**config.mk**
```make
export PLATFORM = sky130hd
export DESIGN_NAME = instr_fetch
export DESIGN_NICKNAME = d
export VERILOG_FILES = /design/src/rtl/riscv_pkg.sv /design/src/rtl/fetch_fifo.sv /design/src/rtl/instr_fetch.sv
export SDC_FILE = /design/constraint.sdc
export NUM_CORES = 1
export LEC_CHECK = 0
export BUFFER_PORTS_ARGS = -buffer_cell sky130_fd_sc_hd__buf_4
export CAP_MARGIN = 20
export CORE_MARGIN = 2
export CORE_UTILIZATION = 57
export CTS_BUF_LIST = sky130_fd_sc_hd__clkbuf_2
export CTS_CLUSTER_SIZE = 14
export DETAILED_ROUTE_END_ITERATION = 10
export GPL_TIMING_DRIVEN = 0
export MAX_ROUTING_LAYER = met4
export PLACE_DENSITY_LB_ADDON = 0.12
export SETUP_SLACK_MARGIN = 0.2
export SLEW_MARGIN = 10
export SYNTH_ARGS = -nofsm -noshare
export SYNTH_HDL_FRONTEND = slang
export SYNTH_SLANG_ARGS = --single-unit
```
**constraint.sdc**
```tcl
create_clock -name clk -period 5.75 [get_ports clk]
set_clock_uncertainty 0.15 [all_clocks]
set_input_delay 0.2875 -clock clk [delete_from_list [all_inputs] [get_ports clk]]
set_output_delay 0.2875 -clock clk [all_outputs]
set_load 0.01 [all_outputs]
```
**src/rtl/riscv_pkg.sv**
```systemverilog
// Constants shared by the RISC-V front end: bus widths, reset vector, fetch
// FSM encodings and the base opcodes the downstream parser decodes.
package riscv_pkg;

    localparam int          INSTR_WIDTH = 32;
    localparam int          ADDR_WIDTH  = 32;
    localparam logic [31:0] RESET_PC    = 32'h0000_0000;
    localparam int          FIFO_DEPTH  = 2;

    localparam logic [0:0] ST_FETCH = 1'b0;
    localparam logic [0:0] ST_DROP  = 1'b1;

    typedef enum logic [6:0] {
        OPC_LOAD     = 7'b0000011,
        OPC_MISC_MEM = 7'b0001111,
        OPC_OP_IMM   = 7'b0010011,
        OPC_AUIPC    = 7'b0010111,
        OPC_STORE    = 7'b0100011,
        OPC_OP       = 7'b0110011,
        OPC_LUI      = 7'b0110111,
        OPC_BRANCH   = 7'b1100011,
        OPC_JALR     = 7'b1100111,
        OPC_JAL      = 7'b1101111,
        OPC_SYSTEM   = 7'b1110011
    } opcode_e;

endpackage

```
**src/rtl/fetch_fifo.sv**
```systemverilog
// Small circular buffer of {pc, instr} entries between the fetch FSM and the
// parser; flush empties it in one cycle and beats any same-cycle push or pop.
module fetch_fifo #(
    parameter int DEPTH = 2,
    parameter int WIDTH = 64
) (
    input  logic                     clk,
    input  logic                     rst,
    input  logic                     i_push,
    input  logic [WIDTH-1:0]         i_data,
    input  logic                     i_pop,
    input  logic                     i_flush,
    output logic                     o_full,
    output logic                     o_empty,
    output logic [WIDTH-1:0]         o_head,
    output logic [$clog2(DEPTH):0]   o_count
);
    import riscv_pkg::*;

    localparam int                PW          = $clog2(DEPTH);
    localparam logic [PW:0]       LP_CNT_ONE  = (PW + 1)'(1);
    localparam logic [PW:0]       LP_CNT_FULL = (PW + 1)'(DEPTH);
    localparam logic [PW-1:0]     LP_PTR_ONE  = PW'(1);

    logic [WIDTH-1:0] r_mem [DEPTH];
    logic [PW-1:0]    r_wptr;
    logic [PW-1:0]    r_rptr;
    logic [PW:0]      r_count;
    logic             w_do_push;
    logic             w_do_pop;

    assign o_full    = (r_count == LP_CNT_FULL);
    assign o_empty   = (r_count == '0);
    assign o_head    = r_mem[r_rptr];
    assign o_count   = r_count;

    // A push into a full buffer is accepted only when the head leaves in the same cycle.
    assign w_do_pop  = i_pop && !o_empty && !i_flush;
    assign w_do_push = i_push && !i_flush && (!o_full || w_do_pop);

    always_ff @(posedge clk) begin
        if (rst || i_flush) begin
            r_wptr  <= '0;
            r_rptr  <= '0;
            r_count <= '0;
        end else begin
            if (w_do_push) r_wptr <= r_wptr + LP_PTR_ONE;
            if (w_do_pop)  r_rptr <= r_rptr + LP_PTR_ONE;
            case ({w_do_push, w_do_pop})
                2'b10:   r_count <= r_count + LP_CNT_ONE;
                2'b01:   r_count <= r_count - LP_CNT_ONE;
                default: r_count <= r_count;
            endcase
        end
    end

    always_ff @(posedge clk) begin
        if (w_do_push) r_mem[r_wptr] <= i_data;
    end

endmodule

```
**src/rtl/instr_fetch.sv**
```systemverilog
// Instruction fetch unit: one outstanding memory request at a time, buffered
// responses to the parser, and redirect handling that drops stale responses.
module instr_fetch #(
    parameter int                    INSTR_WIDTH = riscv_pkg::INSTR_WIDTH,
    parameter int                    ADDR_WIDTH  = riscv_pkg::ADDR_WIDTH,
    parameter logic [ADDR_WIDTH-1:0] RESET_PC    = riscv_pkg::RESET_PC,
    parameter int                    FIFO_DEPTH  = riscv_pkg::FIFO_DEPTH
) (
    input  logic                   clk,
    input  logic                   rst,
    output logic                   imem_req,
    output logic [ADDR_WIDTH-1:0]  imem_addr,
    input  logic                   imem_ack,
    input  logic [INSTR_WIDTH-1:0] imem_rdata,
    input  logic                   redirect_valid,
    input  logic [ADDR_WIDTH-1:0]  redirect_pc,
    output logic                   instr_valid,
    output logic [INSTR_WIDTH-1:0] instr,
    output logic [ADDR_WIDTH-1:0]  instr_pc,
    input  logic                   instr_ready
);
    import riscv_pkg::*;

    localparam int                    CW            = $clog2(FIFO_DEPTH) + 1;
    localparam int                    EW            = ADDR_WIDTH + INSTR_WIDTH;
    localparam logic [CW-1:0]         LP_CNT_ONE    = CW'(1);
    localparam logic [CW-1:0]         LP_CNT_DEPTH  = CW'(FIFO_DEPTH);
    localparam logic [ADDR_WIDTH-1:0] LP_PC_STEP    = ADDR_WIDTH'(4);
    localparam logic [ADDR_WIDTH-1:0] LP_ALIGN_MASK = ADDR_WIDTH'(3);

    logic [0:0]            r_state;
    logic                  r_req;
    logic [ADDR_WIDTH-1:0] r_addr;
    logic [ADDR_WIDTH-1:0] r_fetch_pc;

    logic [0:0]            w_state_n;
    logic                  w_req_n;
    logic [ADDR_WIDTH-1:0] w_addr_n;
    logic [ADDR_WIDTH-1:0] w_pc_n;
    logic [ADDR_WIDTH-1:0] w_target;
    logic                  w_done;
    logic                  w_pop;
    logic                  w_push;
    logic                  w_full;
    logic                  w_empty;
    logic [EW-1:0]         w_head;
    logic [CW-1:0]         w_count;
    logic [CW-1:0]         w_cnt_n;
    logic                  w_room;

    assign w_target = redirect_pc & ~LP_ALIGN_MASK;
    assign w_done   = r_req && imem_ack;
    assign w_pop    = instr_valid && instr_ready;
    assign w_push   = w_done && (r_state == ST_FETCH) && !redirect_valid && (!w_full || w_pop);

    fetch_fifo #(
        .DEPTH (FIFO_DEPTH),
        .WIDTH (EW)
    ) u_fifo (
        .clk     (clk),
        .rst     (rst),
        .i_push  (w_push),
        .i_data  ({r_addr, imem_rdata}),
        .i_pop   (w_pop),
        .i_flush (redirect_valid),
        .o_full  (w_full),
        .o_empty (w_empty),
        .o_head  (w_head),
        .o_count (w_count)
    );

    // Occupancy after this edge decides whether a new request may start next cycle.
    always_comb begin
        w_cnt_n = w_count;
        if (redirect_valid) begin
            w_cnt_n = '0;
        end else begin
            if (w_push) w_cnt_n = w_cnt_n + LP_CNT_ONE;
            if (w_pop)  w_cnt_n = w_cnt_n - LP_CNT_ONE;
        end
        w_room = (w_cnt_n < LP_CNT_DEPTH);
    end

    always_comb begin
        w_state_n = r_state;
        w_req_n   = r_req;
        w_addr_n  = r_addr;
        w_pc_n    = r_fetch_pc;
        if (redirect_valid) begin
            w_pc_n = w_target;
            if (r_req && !imem_ack) begin
                w_state_n = ST_DROP;
            end else begin
                w_state_n = ST_FETCH;
                w_req_n   = 1'b1;
                w_addr_n  = w_target;
            end
        end else if (r_state == ST_DROP) begin
            if (w_done) begin
                w_state_n = ST_FETCH;
                w_req_n   = w_room;
                w_addr_n  = r_fetch_pc;
            end
        end else if (w_done || !r_req) begin
            if (w_done) w_pc_n = r_fetch_pc + LP_PC_STEP;
            w_req_n = w_room;
            if (w_room) w_addr_n = w_pc_n;
        end
    end

    always_ff @(posedge clk) begin
        if (rst) begin
            r_state    <= ST_FETCH;
            r_req      <= 1'b0;
            r_addr     <= RESET_PC;
            r_fetch_pc <= RESET_PC;
        end else begin
            r_state    <= w_state_n;
            r_req      <= w_req_n;
            r_addr     <= w_addr_n;
            r_fetch_pc <= w_pc_n;
        end
    end

    assign imem_req    = r_req;
    assign imem_addr   = r_addr;
    assign instr_valid = !w_empty;
    assign instr       = w_empty ? '0 : w_head[INSTR_WIDTH-1:0];
    assign instr_pc    = w_empty ? '0 : w_head[EW-1:INSTR_WIDTH];

endmodule

```
Word level (Yosys, flattened, before mapping)
Memory sizes are Yosys's and may differ from the RTL's. A register that Yosys moved wholly into a read port is not among the register bits.
Cells that the tools add are included.
{ "op_classes": {"n_addsub": 6, "n_mul": 0, "div_mod_pow": 0, "order_cmp": 1, "eq_ne": 6, "shifts": 0, "muxes": 30, "bitwise": 1, "n_reduce_logical": 29} }
{ "op_table": {"columns": ["operator", "count"], "rows": [
  ["2-to-1 mux 32 bit", 12],
  ["adder 32 x 3 -> 32 bit, second input constant", 1],
  ["2-to-1 mux 1 bit", 13],
  ["logical AND 1 bit", 10],
  ["2-to-1 mux 2 bit", 4],
  ["nonzero test 3 bit", 2],
  ["zero test 1 bit", 5],
  ["== test 2 bit, second input constant", 2],
  ["logical OR 1 bit", 4],
  ["!= test 2 bit, second input constant", 2],
  ["case mux 2 bit (2 select lines)", 1],
  ["AND reduction 2 bit", 2],
  ["AND reduction 4 bit", 1],
  ["nonzero test 2 bit", 2],
  ["subtractor 2 x 1 -> 2 bit, second input constant", 2],
  ["!= test 3 x 2 -> 1 bit, second input constant", 1],
  ["AND reduction 3 bit", 1],
  ["adder 1 bit, second input constant", 2],
  ["adder 2 x 1 -> 2 bit, second input constant", 1],
  ["== test 2 x 1 -> 1 bit, second input constant", 1],
  ["zero test 2 bit", 1],
  ["less-than comparator 2 bit, second input constant", 1],
  ["OR reduction 2 bit", 1],
  ["NOT 1 bit", 1]
]} }
{ "word_totals": {"register_bits": 70, "latch_bits": 0, "mem_bits_rw": 128, "rom_bits": 0, "inputBits": 69, "elab_cells": 82, "n_memories": 1} }
{ "mem_list": {"columns": ["name", "words", "word_bits", "read_ports", "rd_clocked_by_memory_dff", "wr", "line", "source"], "rows": [
  ["u_fifo.r_mem", 2, 64, 1, 1, 1, "fetch_fifo.sv:25", "logic [WIDTH-1:0] r_mem [DEPTH];"]
]} }

Longest topological paths before layout
Gate-level depths: netlist of the first run.
{ "logic_depth": {"ltp_word": 15, "depth_mapped": 11, "ltp_nobuf": 9} }

Cells and area by module
From an unflattened synthesis of the first run, not the netlist that was laid out.
{ "hier_totals": {"hier_cells": 686, "hier_area_um2": 8584.5} }
{ "modules_own_cells": {"columns": ["module", "n_inst", "cells_each", "area_per_inst_um2"], "rows": [
  ["fetch_fifo", 1, 230, 4869.7],
  ["instr_fetch", 1, 456, 3714.8]
]} }

Least setup slack after synthesis of the first run
OpenSTA, ideal clock, no wires.
{ "synth_timing": {"path_kind": "register -> register", "startpoint": "register u_fifo.r_count[1] (netlist: u_fifo.o_count[1])", "endpoint": "memory u_fifo.r_mem[0][0], enable pin", "setup_time_ps": 482, "arrival_time_ps": 3907, "required_time_ps": 5118, "setup_slack_ps": 1211, "path_stages_with_launch": 8, "period_less_slack_ps": 4539, "path_cell_list": "dfxtp_1 -> inv_1 -> ha_1 -> buf_2 -> nand2b_1 -> a21oi_1 -> inv_1 -> nor2_1"} }
{ "synth_via": {"elab_chain_len": 9, "word_cells_on_any_way": 14, "classes_between": "1 x eq/ne; 2 x mux; 11 x reduce/logical"} }
{ "synth_rtl": {"columns": ["element", "line", "source"], "rows": [
  ["from (decl)", "fetch_fifo.sv:28", "logic [PW:0] r_count;"],
  ["from (signal assigned)", "fetch_fifo.sv:50", "2'b10: r_count <= r_count + LP_CNT_ONE;"],
  ["from (signal assigned)", "fetch_fifo.sv:51", "2'b01: r_count <= r_count - LP_CNT_ONE;"],
  ["from (signal assigned)", "fetch_fifo.sv:52", "default: r_count <= r_count;"],
  ["zero test 2 bit", "fetch_fifo.sv:33", "assign o_empty = (r_count == '0);"],
  ["zero test 1 bit", "fetch_fifo.sv:38, instr_fetch.sv:127", null],
  ["logical AND 1 bit", "instr_fetch.sv:53", "assign w_pop = instr_valid && instr_ready;"],
  ["logical OR 1 bit or logical AND 1 bit (tied branches)", "instr_fetch.sv:54, fetch_fifo.sv:38", null],
  ["logical AND 1 bit, on equally long branches", "instr_fetch.sv:54, fetch_fifo.sv:38", null],
  ["logical AND 1 bit or logical OR 1 bit (tied branches)", "fetch_fifo.sv:39", "assign w_do_push = i_push && !i_flush && (!o_full || w_do_pop);"],
  ["logical AND 1 bit (*)", "fetch_fifo.sv:39", null],
  ["2-to-1 mux 1 bit (*)", "fetch_fifo.sv:58", "if (w_do_push) r_mem[r_wptr] <= i_data;"],
  ["2-to-1 mux 1 bit (not written as such) (*)", "fetch_fifo.sv:58", null],
  ["to (decl)", "fetch_fifo.sv:25", null]
]} }
Mark *: on every way between the ends. The rest lies on a longest branch, timed or not.

==> Flow_metrics.wiki, run 1 <==
{| class="wikitable"
! Metric !! Value
|-
| Final cycle utilization of the critical path || 56.12%
|-
| Destination of the worst hold path || u_fifo.r_mem[0][8]$_DFFE_PP_
|-
| Share of cells above drive strength 1 || 22.97%
|-
| Worst hold path stage count || 2
|-
| Data required time of the critical path || 5.31 ns
|-
| Post-Layout Inst Area || 10660 µm²
|-
| Via density || 5.696
|-
| Setup repair after global routing missed its margin || no
|-
| Worst-case register-to-register setup slack || 2.57 ns
|-
| Global-route usage over all layers || 28.72%
|-
| Slew at the pin closest to its max-slew limit || 0.7630 ns
|-
| Final antenna-violating net count || 0
|-
| Share of the core filled with cells in the final layout || 76.47%
|-
| # clock sinks || 191
|-
| Vias after detailed routing || 6511
|-
| HPWL Detailed || 14640 µm
|-
| Longest Clk Path Bufs || 2
|-
| Yosys top cell area share || 45.71%
|-
| Most used standard cells in the synthesized netlist || edfxtp_1, nor2_1, dfxtp_1
|-
| Placed cell area || 9661 µm²
|-
| DIE AREA || 15260 µm²
|-
| Post-CTS Setup Bufs || 0
|-
| Outcome || completed
|-
| Num CTS Buffers || 17
|-
| Static Leakage || 3.921 nW
|-
| Cell types with the largest area share after synthesis || edfxtp_1, dfxtp_1, mux2i_1
|-
| DRC || 0
|-
| Hold buffer count at cts || 75
|-
| Final critical delay including setup and external delays || 3.227 ns
|-
| Clock tree root driver cell || clkbuf_2
|-
| Count of final setup violators || 0
|-
| Quantity of gates resized following cts || 0
|-
| P&R area growth vs syn || 30.81%
|-
| Async set-reset flop share out of synthesis || 0%
|-
| Post-CTS clock slew at the launch and capture registers of the worst setup and hold paths || 0.26 ns
|-
| Row Count || 43
|-
| Total routed wirelength || 21060 µm
|-
| Relative slew margins || 48.49%
|-
| Mapped Cells || 691
|-
| Number of antenna violations at the first check in global routing || 1
|-
| Peak supply drop || 131.4 µV
|-
| Share of synthesized area occupied by flip-flops and latches || 62.18%
|-
| Number of pins exceeding their max-slew limit in the final report || 0
|-
| Vertical die dimension || 123.5 µm
|-
| Drt initial violations || 646
|-
| Die W || 123.5 µm
|-
| Min-delay worst type || input pin to flop
|-
| Total negative slack for setup checks || 0 ns
|-
| Worst Min Path Start || imem_rdata[8]
|-
| Port buffer count || 159
|-
| Clock latency of the later-clocked register in the worst-skew pair || 0.75 ns
|-
| Critical path fanouts, max || 10
|-
| Number of flops mapped to enable cells by yosys || 124
|-
| Total count of hold-check failures in the final report || 0
|-
| Final net count || 1023
|-
| Critical path class || flop to output port
|-
| Endpoint kind of the worst setup timing path || output port
|-
| Synthesis-stage register bit count || 191
|-
| Most common flop cell mapped by yosys || edfxtp_1
|-
| Initial Utilization || 58.45%
|-
| Most common cell in the netlist || edfxtp_1
|-
| Synthesized area per cell || 11.79 µm²
|-
| Vias in the first global route || 6239
|-
| Power per standard cell area || 242.0 nW/µm²
|-
| Cell type with the largest total area after synthesis || edfxtp_1
|-
| Crit Reg-Reg Endpoint || imem_addr[25]$_SDFFE_PP0P_
|-
| Netlist area before placement || 8145 µm²
|-
| CTS tree || done
|-
| Startpoint type of the worst setup path || flop
|-
| Boundary Pins || 167
|-
| Count of unique library cells instantiated by Yosys || 63
|-
| GPL Wtd Cong || 0.9378
|-
| Routed length per placed instance || 18.42 µm
|-
| Global route overflow || 0
|-
| Start of the worst register-to-register path || u_fifo.o_count[1]$_SDFFE_PP0P_
|-
| Count of yosys warnings during synthesis || 0
|-
| Drt pass-1 iters || 5
|-
| Area of the core || 13930 µm²
|-
| H-Tree Level Count || 4
|-
| Maximum number of pins on one net before global-route repair || 63
|-
| Global-route wire length before repair || 32040 µm
|-
| Data arrival, critical path || 2.79 ns
|-
| Number of max-cap violations || 0
|-
| Maximum frequency from static timing analysis || 309.9 MHz
|-
| Reg2reg path depth || 10
|}
==> logic make-up after synthesis <==
group	count (synthesis)	synth area share, %
simple gates	245	15.32
fa+ha+maj	4	0.6145
xor+xnor	12	1.290
flops	191	62.18
other cells	1	0.04604
buf+inv	56	3.011
compound gates	113	8.986
mux	69	8.556
==> layer usage <==
metal / part of all wire [%] / track usage, %
met4: 1.3 / 9.375
met1: 43 / 37.79
met3: 7.3 / 5.028
met2: 49 / 45.57
met5: 0 / -
==> cells in the final DEF, fill, tap and decap left out, types with 5 or more instances in the layout <==
cell type and instances:
a211oi_1 8, nand2b_1 6, dfxtp_1 67, mux2i_1 64, a31oi_1 9, nor2_1 98
o311ai_0 10, and3_1 7, xnor2_1 6, edfxtp_1 124, nor4_1 5, nand4_1 9
clkbuf_2 19, o31ai_1 7, nand2_1 24, xor2_1 6, buf_2 7, nor2b_1 17
or3_1 11, o21ai_0 23, dlygate4sd3_1 75, a21oi_1 35, buf_4 164, clkbuf_1 28
buf_1 7, nor3_1 18, inv_1 8, nand3_1 24
==> where the power goes <==
| part | switching, mW | total (mW) | internal (mW) |
|---|---|---|---|
| Clock | 0.437 | 0.679 | 0.242 |
| Sequential | 0.0420 | 1.56 | 1.52 |
| Combinational | 0.171 | 0.340 | 0.168 |
==> worst max path at each step <==
| stage | from | endpoint | slack [ns] | cells after the start |
|---|---|---|---|---|
| finish | flop | instr[1] | 2.52 | 5 |
| global placement | u_fifo.o_count[1]$_SDFFE_PP0P_ | u_fifo.r_mem[0][55]$_DFFE_PP_ | -0.22 | 7 |
| detailed placement | u_fifo.o_count[0]$_SDFFE_PP0P_ | imem_addr[26]$_SDFFE_PP0P_ | 2.67 | 10 |
| floorplan | u_fifo.o_count[1]$_SDFFE_PP0P_ | u_fifo.r_mem[0][0]$_DFFE_PP_ | 1.21 | 7 |
| CTS | flop | instr[0] | 2.42 | 5 |
| global route | flop | instr[1] | 2.28 | 5 |
==> flip-flops by register name, indices dropped and copies added (netlist names), named ones only <==
name and flops:
u_fifo.r_mem 124, imem_addr 30, r_fetch_pc 30, u_fifo.o_count 2
imem_req 1, r_state 1, u_fifo.r_rptr 1, u_fifo.r_wptr 1
==> final cells by class <==
cell class / instances / area [µm²]
flip-flops and latches: 191 / 5065
fillers: 952 / 3279
multi-input cells: 447 / 2856
repair buffers: 237 / 2019
well taps: 180 / 225.2
plain buffers: 48 / 215.2
clock inverters: 12 / 146.4
clock buffers: 19 / 95.09
inverters: 8 / 30.03
diodes: 1 / 2.502
==> critical path, stage by stage, from the launching register on <==
cell	delay, ns
dfxtp_1	0.38
clkbuf_1	0.48
buf_1	0.63
mux2i_1	0.31
nor2_1	0.07
buf_4	0.16
==> per-stage QoR <==
stage               hold slack [ns]  total power, mW  cells  setup slack [ns]
global placement             0.3124            1.868   1033           -0.2155
floorplan                    0.2364            1.729    694             1.211
global route                0.01309            2.679   1143             2.282
detailed placement           0.3208            1.882   1036             2.671
CTS                         0.01918            2.586   1142             2.420
finish                       0.1001            2.579   1143             2.523
(Power assumes the default switching activity.)
==> inputs of run 2 (changes only) <==
clock period = 3.3 ns   (was 5.75 ns; I/O delays follow)
==> run 2 against run 1 <==
  * Cell count increased by 4.3%
  * Register-to-register slack got worse by 2.3 ns
  * Critical path depth increased by 1
  * Hold slack lost 0.013 ns
  * Sequential power up 74%
  * Clock power rose by 100%
  * First-iteration DRC count is 2.5% lower
  * Non-clock buffer count up 48
  * Routed wire length is 12% higher
  * Power increased by 85%
  * Largest power group unchanged
==> Flow_metrics.wiki, run 2 (synthesis gave the netlist of run 1 again) <==
{| class="wikitable"
! Metric !! Value
|-
| Number of max-cap violations || 0 (unchanged)
|-
| Number of pins exceeding their max-slew limit in the final report || 0 (unchanged)
|-
| Data arrival, critical path || 3.60 ns (+0.81 ns)
|-
| Number of antenna violations at the first check in global routing || 0 (-1)
|-
| DRC || 0 (unchanged)
|-
| Final Total Pwr || 4.768 mW (+85%)
|-
| Power per standard cell area || 424.9 nW/µm² (+76%)
|-
| Global-route usage over all layers || 32.03% (+3.3 points)
|-
| DIE AREA || 15260 µm² (unchanged)
|-
| Clock latency of the later-clocked register in the worst-skew pair || 0.77 ns (+0.02 ns)
|-
| Vias in the first global route || 6639 (+6.4%)
|-
| Data required time of the critical path || 3.89 ns (-1.42 ns)
|-
| Clock tree root driver cell || clkbuf_2
|-
| Row Count || 43 (unchanged)
|-
| Maximum number of pins on one net before global-route repair || 63 (unchanged)
|-
| Final antenna-violating net count || 0 (unchanged)
|-
| Endpoint kind of the worst setup timing path || flop
|-
| Worst slack on hold paths || 0.08695 ns (-0.01313 ns)
|-
| Share of cells above drive strength 1 || 23.72% (+0.74 points)
|-
| Boundary Pins || 167 (unchanged)
|-
| # clock sinks || 191 (unchanged)
|-
| Crit Reg-Reg Endpoint || r_fetch_pc[16]$_SDFFE_PP0P_
|-
| Commonest cells after routing, fill and taps aside || buf_4, edfxtp_1, dlygate4sd3_1
|-
| Longest Clk Path Bufs || 2 (unchanged)
|-
| Initial Utilization || 58.45% (unchanged)
|-
| Total count of hold-check failures in the final report || 0 (unchanged)
|-
| Die W || 123.5 µm (unchanged)
|-
| Port buffer count || 159 (unchanged)
|-
| Maximum frequency from static timing analysis || 332.0 MHz
|-
| Outcome || completed
|-
| Via density || 5.768 (+1.3%)
|-
| Start of the worst register-to-register path || r_fetch_pc[6]$_SDFFE_PP0P_
|-
| Drt pass-1 iters || 6 (+1)
|-
| P&R area growth vs syn || 37.77%
|-
| Routed length per placed instance || 19.86 µm (+7.8%)
|-
| H-Tree Level Count || 4 (unchanged)
|-
| Vertical die dimension || 123.5 µm (unchanged)
|-
| Critical path fanouts, max || 10 (unchanged)
|-
| Final critical delay including setup and external delays || 3.012 ns
|-
| Worst path slowest cell || or4b_2
|-
| Reg2reg path depth || 6 (-4)
|-
| Register name with the most flops || u_fifo.r_mem
|-
| Critical path class || flop to flop
|-
| Largest incremental delay on the critical path || 0.71 ns (+0.08 ns)
|-
| Worst Min Path Start || redirect_pc[29]
|-
| Min-delay worst type || input pin to flop
|-
| Total routed wirelength || 23670 µm (+12%)
|-
| Drt initial violations || 630 (-2.5%)
|-
| Cells traversed along the worst timing path || and4_1 -> nand3_2 -> clkbuf_1 -> or4b_2 -> a31oi_1 -> dlygate4sd3_1
|-
| Slew at the pin closest to its max-slew limit || 0.6456 ns (-0.1174 ns)
|-
| Number of flip-flops in the largest register || 124 (unchanged)
|-
| Most common cell after layout, fill and taps aside || buf_4
|-
| Worst hold path stage count || 4 (+2)
|-
| Global route overflow || 0 (unchanged)
|-
| Vias after detailed routing || 6876 (+5.6%)
|-
| CTS tree || done
|-
| Num CTS Buffers || 17 (unchanged)
|-
| Global-route wire length before repair || 35210 µm (+9.9%)
|-
| Number of inserted diodes || 0 (-1)
|-
| Post-CTS clock slew at the launch and capture registers of the worst setup and hold paths || 0.29 ns (+0.03 ns)
|-
| GPL Wtd Cong || 0.9180 (-2.1%)
|-
| Startpoint type of the worst setup path || flop
|-
| Static Leakage || 4.180 nW (+6.6%)
|-
| Relative slew margins || 56.96% (+8.5 points)
|-
| Destination of the worst hold path || r_fetch_pc[29]$_SDFFE_PP0P_
|-
| Setup repair after global routing missed its margin || yes
|-
| Final cycle utilization of the critical path || 91.26%
|-
| Worst-case register-to-register setup slack || 0.29 ns (-2.28 ns)
|-
| Area of the core || 13930 µm² (unchanged)
|-
| Peak supply drop || 229.6 µV (+75%)
|-
| Final net count || 1072 (+4.8%)
|-
| HPWL Detailed || 14750 µm (+0.72%)
|-
| Count of final setup violators || 0 (unchanged)
|}
-- run 2: cell count changes in the layout (fill, tap and decap cells not counted), moves of 2 or more --
cell,before,now
buf_1,7,3
buf_2,7,11
buf_4,164,169
clkbuf_1,28,24
clkbuf_2,19,21
clkinv_1,2,0
dlygate4sd3_1,75,117
inv_6,1,4
inv_8,0,3
-- run 2: layer usage --
layer	vias to the layer above	global-route usage (%)	wire length (µm)
met1	3331	39.97	9817
met2	319	53.19	11680
met4	0	11.51	546
met3	55	4.982	1630
li1	3171	-	-
met5	-	-	0
-- run 2: where the power goes --
group | total, mW | internal, mW | leakage, nW | switching [mW]
Combinational | 0.660 | 0.339 | 2.32 | 0.321
Sequential | 2.72 | 2.65 | 1.68 | 0.0760
Clock | 1.39 | 0.527 | 0.176 | 0.859
Total | 4.77 | 3.51 | 4.18 | 1.26
-- run 2: how the worst max path moves through the flow --
stage | from | endpoint | slack, ns | cells past startpoint
5_1_grt | r_fetch_pc[6]$_SDFFE_PP0P_ | r_fetch_pc[16]$_SDFFE_PP0P_ | 0.18 | 6
6_report | r_fetch_pc[6]$_SDFFE_PP0P_ | r_fetch_pc[16]$_SDFFE_PP0P_ | 0.29 | 6
2_1_floorplan | u_fifo.o_count[1]$_SDFFE_PP0P_ | u_fifo.r_mem[0][0]$_DFFE_PP_ | 0.48 | 7
3_3_place_gp | u_fifo.o_count[0]$_SDFFE_PP0P_ | u_fifo.r_mem[0][57]$_DFFE_PP_ | -0.17 | 7
3_5_place_dp | u_fifo.o_count[1]$_SDFFE_PP0P_ | u_fifo.r_mem[0][58]$_DFFE_PP_ | 0.24 | 9
4_1_cts | u_fifo.o_count[1]$_SDFFE_PP0P_ | imem_addr[26]$_SDFFE_PP0P_ | 0.23 | 10
-- run 2: cell type report --
| type | instances | area (µm²) |
|---|---|---|
| flip-flops and latches | 191 | 5065 |
| multi-input cells | 448 | 2868 |
| fillers | 810 | 2713 |
| repair buffers | 285 | 2505 |
| plain buffers | 48 | 225.2 |
| well taps | 180 | 225.2 |
| clock inverters | 15 | 219.0 |
| clock buffers | 17 | 85.08 |
| inverters | 8 | 30.03 |
-- run 2: through the flow --
step	area [µm²]	setup WS [ns]	cells	TNS (ns)	utilization, %
after global placement	9584	-0.1715	1033	-10.22	68.78
after detailed placement	9668	0.2408	1036	0	69.38
after CTS	11160	0.2293	1186	0	80.07
after global routing	11220	0.1830	1192	0	80.53
final	11220	0.2883	1192	0	80.53
after floorplan	8165	0.4757	694	0	-
-- run 2: critical path: cells and delay by family, from the launching register on --
kind                   cells  cell delay, ns
and+or+nand+nor            3            1.28
AOI/OAI and AO/OA          1            0.18
buffers and inverters      2            0.88
DFF                        1            0.52
-- run 2: timing repair --
| action | in CTS | in global routing |
|---|---|---|
| pin swaps | 1 | 2 |
| hold buffers | 117 | 0 |
| hold endpoints to repair | 131 | 0 |
| buffers inserted | 0 | 6 |
| gates resized for setup | 6 | 5 |
| endpoints found under the setup margin | 47 | 33 |
| gates cloned | 1 | 0 |
==> inputs of run 3 (changes only) <==
ABC_AREA = 1   (was not set)
MAX_ROUTING_LAYER = not set   (was met4)
==> run 3 against run 2 <==
  * Hold slack better by 0.061 ns
  * First-iteration DRC count up 21%
  * Routed wire length shrank 3.3%
  * Register-to-register slack gained 0.19 ns
  * Cell count is 24% higher
  * Via count is 13% higher
  * Utilization decreased by 1.4 points
  * Flip-flop and latch count unchanged
  * Non-clock buffer count down 7
  * Cell area grew 2.8%
  * Critical endpoint is now imem_addr[2]$_SDFFE_PP0P_
  * Largest power group unchanged
  * Highest routed layer unchanged
==> Flow_metrics.wiki, run 3 <==
{| class="wikitable"
! Metric !! Value
|-
| Maximum frequency from static timing analysis || 353.8 MHz (+6.6%)
|-
| Combinational share of power || 14.8% (+1.0 points)
|-
| DRC || 0 (unchanged)
|-
| Number of antenna violations at the first check in global routing || 1 (+1)
|-
| Setup repair after global routing missed its margin || no
|-
| Drt pass-1 iters || 7 (+1)
|-
| Peak supply drop || 195.4 µV (-15%)
|-
| Post-Layout Inst Area || 11540 µm² (+2.8%)
|-
| Number of max-cap violations || 0 (unchanged)
|-
| Data required time of the critical path || 3.82 ns (-0.07 ns)
|-
| Cell types with the largest area share after synthesis || edfxtp_1, dfxtp_1, nor2_1
|-
| Total count of hold-check failures in the final report || 0 (unchanged)
|-
| Endpoint kind of the worst setup timing path || flop
|-
| Commonest cells after routing, fill and taps aside || nor2_1, nand2_1, buf_4
|-
| Count of final setup violators || 0 (unchanged)
|-
| Routed length per placed instance || 15.42 µm (-22%)
|-
| Most common flop cell mapped by yosys || edfxtp_1
|-
| Area of the core || 14590 µm² (+4.7%)
|-
| Number of flip-flops in the largest register || 124 (unchanged)
|-
| Final critical delay including setup and external delays || 2.826 ns (-0.1855 ns)
|-
| Reported net switching power || 1.228 mW (-2.2%)
|-
| Switching fraction of total power || 25.97% (-0.37 points)
|-
| HPWL Detailed || 15140 µm (+2.6%)
|-
| Cell type with the largest total area after synthesis || edfxtp_1
|-
| Relative slew margins || 55.05% (-1.9 points)
|-
| Vias in the first global route || 7366 (+11%)
|-
| Clock tree root driver cell || clkbuf_2
|-
| Initial Utilization || 58.52% (+0.071 points)
|-
| Met3 usage in global routing || 5.483% (+0.50 points)
|-
| Netlist area before placement || 8538 µm² (+4.8%)
|-
| Global-route wire length before repair || 36870 µm (+4.7%)
|-
| Longest Clk Path Bufs || 2 (unchanged)
|-
| Final antenna-violating net count || 0 (unchanged)
|-
| Final cycle utilization of the critical path || 85.64% (-5.6 points)
|-
| Maximum number of pins on one net before global-route repair || 29 (-54%)
|-
| Die W || 126.4 µm (+2.3%)
|-
| Vertical die dimension || 126.4 µm (+2.3%)
|-
| DIE AREA || 15970 µm² (+4.7%)
|-
| Post-place setup slack || 0.5301 ns (+0.2892 ns)
|-
| Num CTS Buffers || 17 (unchanged)
|-
| CTS tree || done
|-
| Outcome || completed
|-
| Portion of total power attributed to sequential cells || 57.9% (+0.8 points)
|-
| Worst-case register-to-register setup slack || 0.47 ns (+0.19 ns)
|-
| Register name with the most flops || u_fifo.r_mem
|-
| Worst slack on hold paths || 0.1482 ns (+0.06124 ns)
|-
| Mapped Cells || 984 (+42%)
|-
| Synthesized area per cell || 8.677 µm² (-26%)
|-
| Power per standard cell area || 409.7 nW/µm² (-3.6%)
|-
| H-Tree Level Count || 4 (unchanged)
|-
| Critical path class || flop to flop
|-
| Startpoint type of the worst setup path || flop
|-
| Placed cell area || 10080 µm² (+4.3%)
|-
| P&R area growth vs syn || 35.17%
|-
| Global route overflow || 0 (unchanged)
|-
| Total routed wirelength || 22890 µm (-3.3%)
|-
| Gr busiest metal || met2
|-
| Global-route usage over all layers || 29.32% (-2.7 points)
|-
| Share of cells above drive strength 1 || 17.47% (-6.2 points)
|-
| Data arrival, critical path || 3.34 ns (-0.26 ns)
|-
| Cell-internal power || 3.500 mW (-0.34%)
|-
| Row Count || 44 (+2.3%)
|-
| Layout fillers || 997 (+23%)
|-
| Via density || 5.247 (-9.0%)
|-
| Most used standard cells in the synthesized netlist || nor2_1, nand2_1, edfxtp_1
|-
| Met2 Usage GRT || 51.21% (-2.0 points)
|-
| # clock sinks || 191 (unchanged)
|-
| Portion of total power attributed to the clock network || 27.3% (-1.8 points)
|-
| Slew at the pin closest to its max-slew limit || 0.6743 ns (+0.02864 ns)
|-
| Synthesis-stage register bit count || 191 (unchanged)
|-
| Worst setup slack after layout || 0.4738 ns (+0.1855 ns)
|-
| Share of synthesized area occupied by flip-flops and latches || 59.32% (-2.9 points)
|-
| Clock latency of the later-clocked register in the worst-skew pair || 0.74 ns (-0.03 ns)
|-
| Most common cell in the netlist || nor2_1
|-
| Total negative slack for setup checks || 0 ns (unchanged)
|-
| Port buffer count || 159 (unchanged)
|-
| Count of unique library cells instantiated by Yosys || 34 (-46%)
|-
| Post-CTS clock slew at the launch and capture registers of the worst setup and hold paths || 0.26 ns (-0.03 ns)
|-
| Number of flops mapped to enable cells by yosys || 124 (unchanged)
|-
| Number of pins exceeding their max-slew limit in the final report || 0 (unchanged)
|-
| Boundary Pins || 167 (unchanged)
|-
| GPL Wtd Cong || 0.9785 (+6.6%)
|-
| Critical path fanouts, max || 10 (unchanged)
|-
| Min-delay worst type || input pin to flop
|-
| Drt initial violations || 760 (+21%)
|-
| Async set-reset flop share out of synthesis || 0% (unchanged)
|-
| Static Leakage || 5.004 nW (+20%)
|-
| Final net count || 1359 (+27%)
|-
| Vias after detailed routing || 7787 (+13%)
|-
| Post-CTS Setup Bufs || 0 (unchanged)
|-
| Most common cell after layout, fill and taps aside || nor2_1
|-
| Count of yosys warnings during synthesis || 0 (unchanged)
|-
| Grt met1 use || 37.17% (-2.8 points)
|-
| Yosys top cell area share || 43.61% (-2.1 points)
|}
## run 3: per-stage QoR
| step | util (%) | instances | power, mW |
|---|---|---|---|
| after floorplan | - | 987 | 3.072 |
| after global placement | 68.46 | 1330 | 3.334 |
| after detailed placement | 69.12 | 1334 | 3.357 |
| after CTS | 79.07 | 1483 | 4.733 |
| after global routing | 79.11 | 1484 | 4.943 |
| final | 79.11 | 1484 | 4.728 |
## run 3: routing by layer
metal	wire length, µm	up-vias
met5	0	-
met4	544	0
met3	1529	46
met2	11460	320
met1	9353	3599
li1	-	3822
## run 3: what timing repair did
action                                 CTS  global route
resized for setup                        0             2
hold buffers                           117             0
setup endpoints to repair                0            18
endpoints found under the hold margin  131             0
## run 3: worst max-delay path: stages (launching register included)
cell and delay, ns:
dfxtp_1 0.41, inv_1 0.10, ha_1 0.25, inv_4 0.14, nand2_2 0.13, nand2_1 0.17, nand2_2 0.14, nand2_1 0.10
nand2_1 0.05, nand2_1 0.05, nand3_1 0.10, nand3_2 0.11, buf_6 0.15, nand3_1 0.07, nand2_1 0.07, dlygate4sd3_1 0.54
nor2_1 0.04
## run 3: path summary, 6_finish.rpt
check	start	end	cells after the start
max reg2reg	u_fifo.o_count[0]$_SDFFE_PP0P_	imem_addr[2]$_SDFFE_PP0P_	16
min	redirect_pc[11]	r_fetch_pc[11]$_SDFFE_PP0P_	6
max	u_fifo.o_count[0]$_SDFFE_PP0P_	imem_addr[2]$_SDFFE_PP0P_	16
min reg2reg	imem_addr[27]$_SDFFE_PP0P_	u_fifo.r_mem[0][59]$_DFFE_PP_	0
## run 3: final cells by class
class                   instances  area [µm²]  area share, %
multi-input cells             650        2895          25.09
plain buffers                  46       226.5          1.962
diodes                          1       2.502        0.02168
inverters                     100       380.4          3.296
repair buffers                280        2460          21.31
well taps                     184       230.2          1.995
clock buffers                  19       95.09         0.8239
clock inverters                13       186.4          1.615
flip-flops and latches        191        5065          43.89
## run 3: power groups by stage
stage,Clock [mW],Combinational (mW),Sequential (mW)
floorplan,0,0.293,2.78
global placement,0,0.553,2.78
detailed placement,0,0.573,2.78
CTS,1.31,0.688,2.73
global route,1.42,0.769,2.75
finish,1.29,0.700,2.74
## run 3: kinds of logic after synthesis
group | synth area share, %
other | 0.04392
XOR/XNOR | 0.7181
buffers and inverters | 7.078
AO/OA/AOI/OAI | 8.807
adder cells (fa/ha/maj) | 0.5862
flip-flops | 59.32
AND/OR/NAND/NOR | 23.45
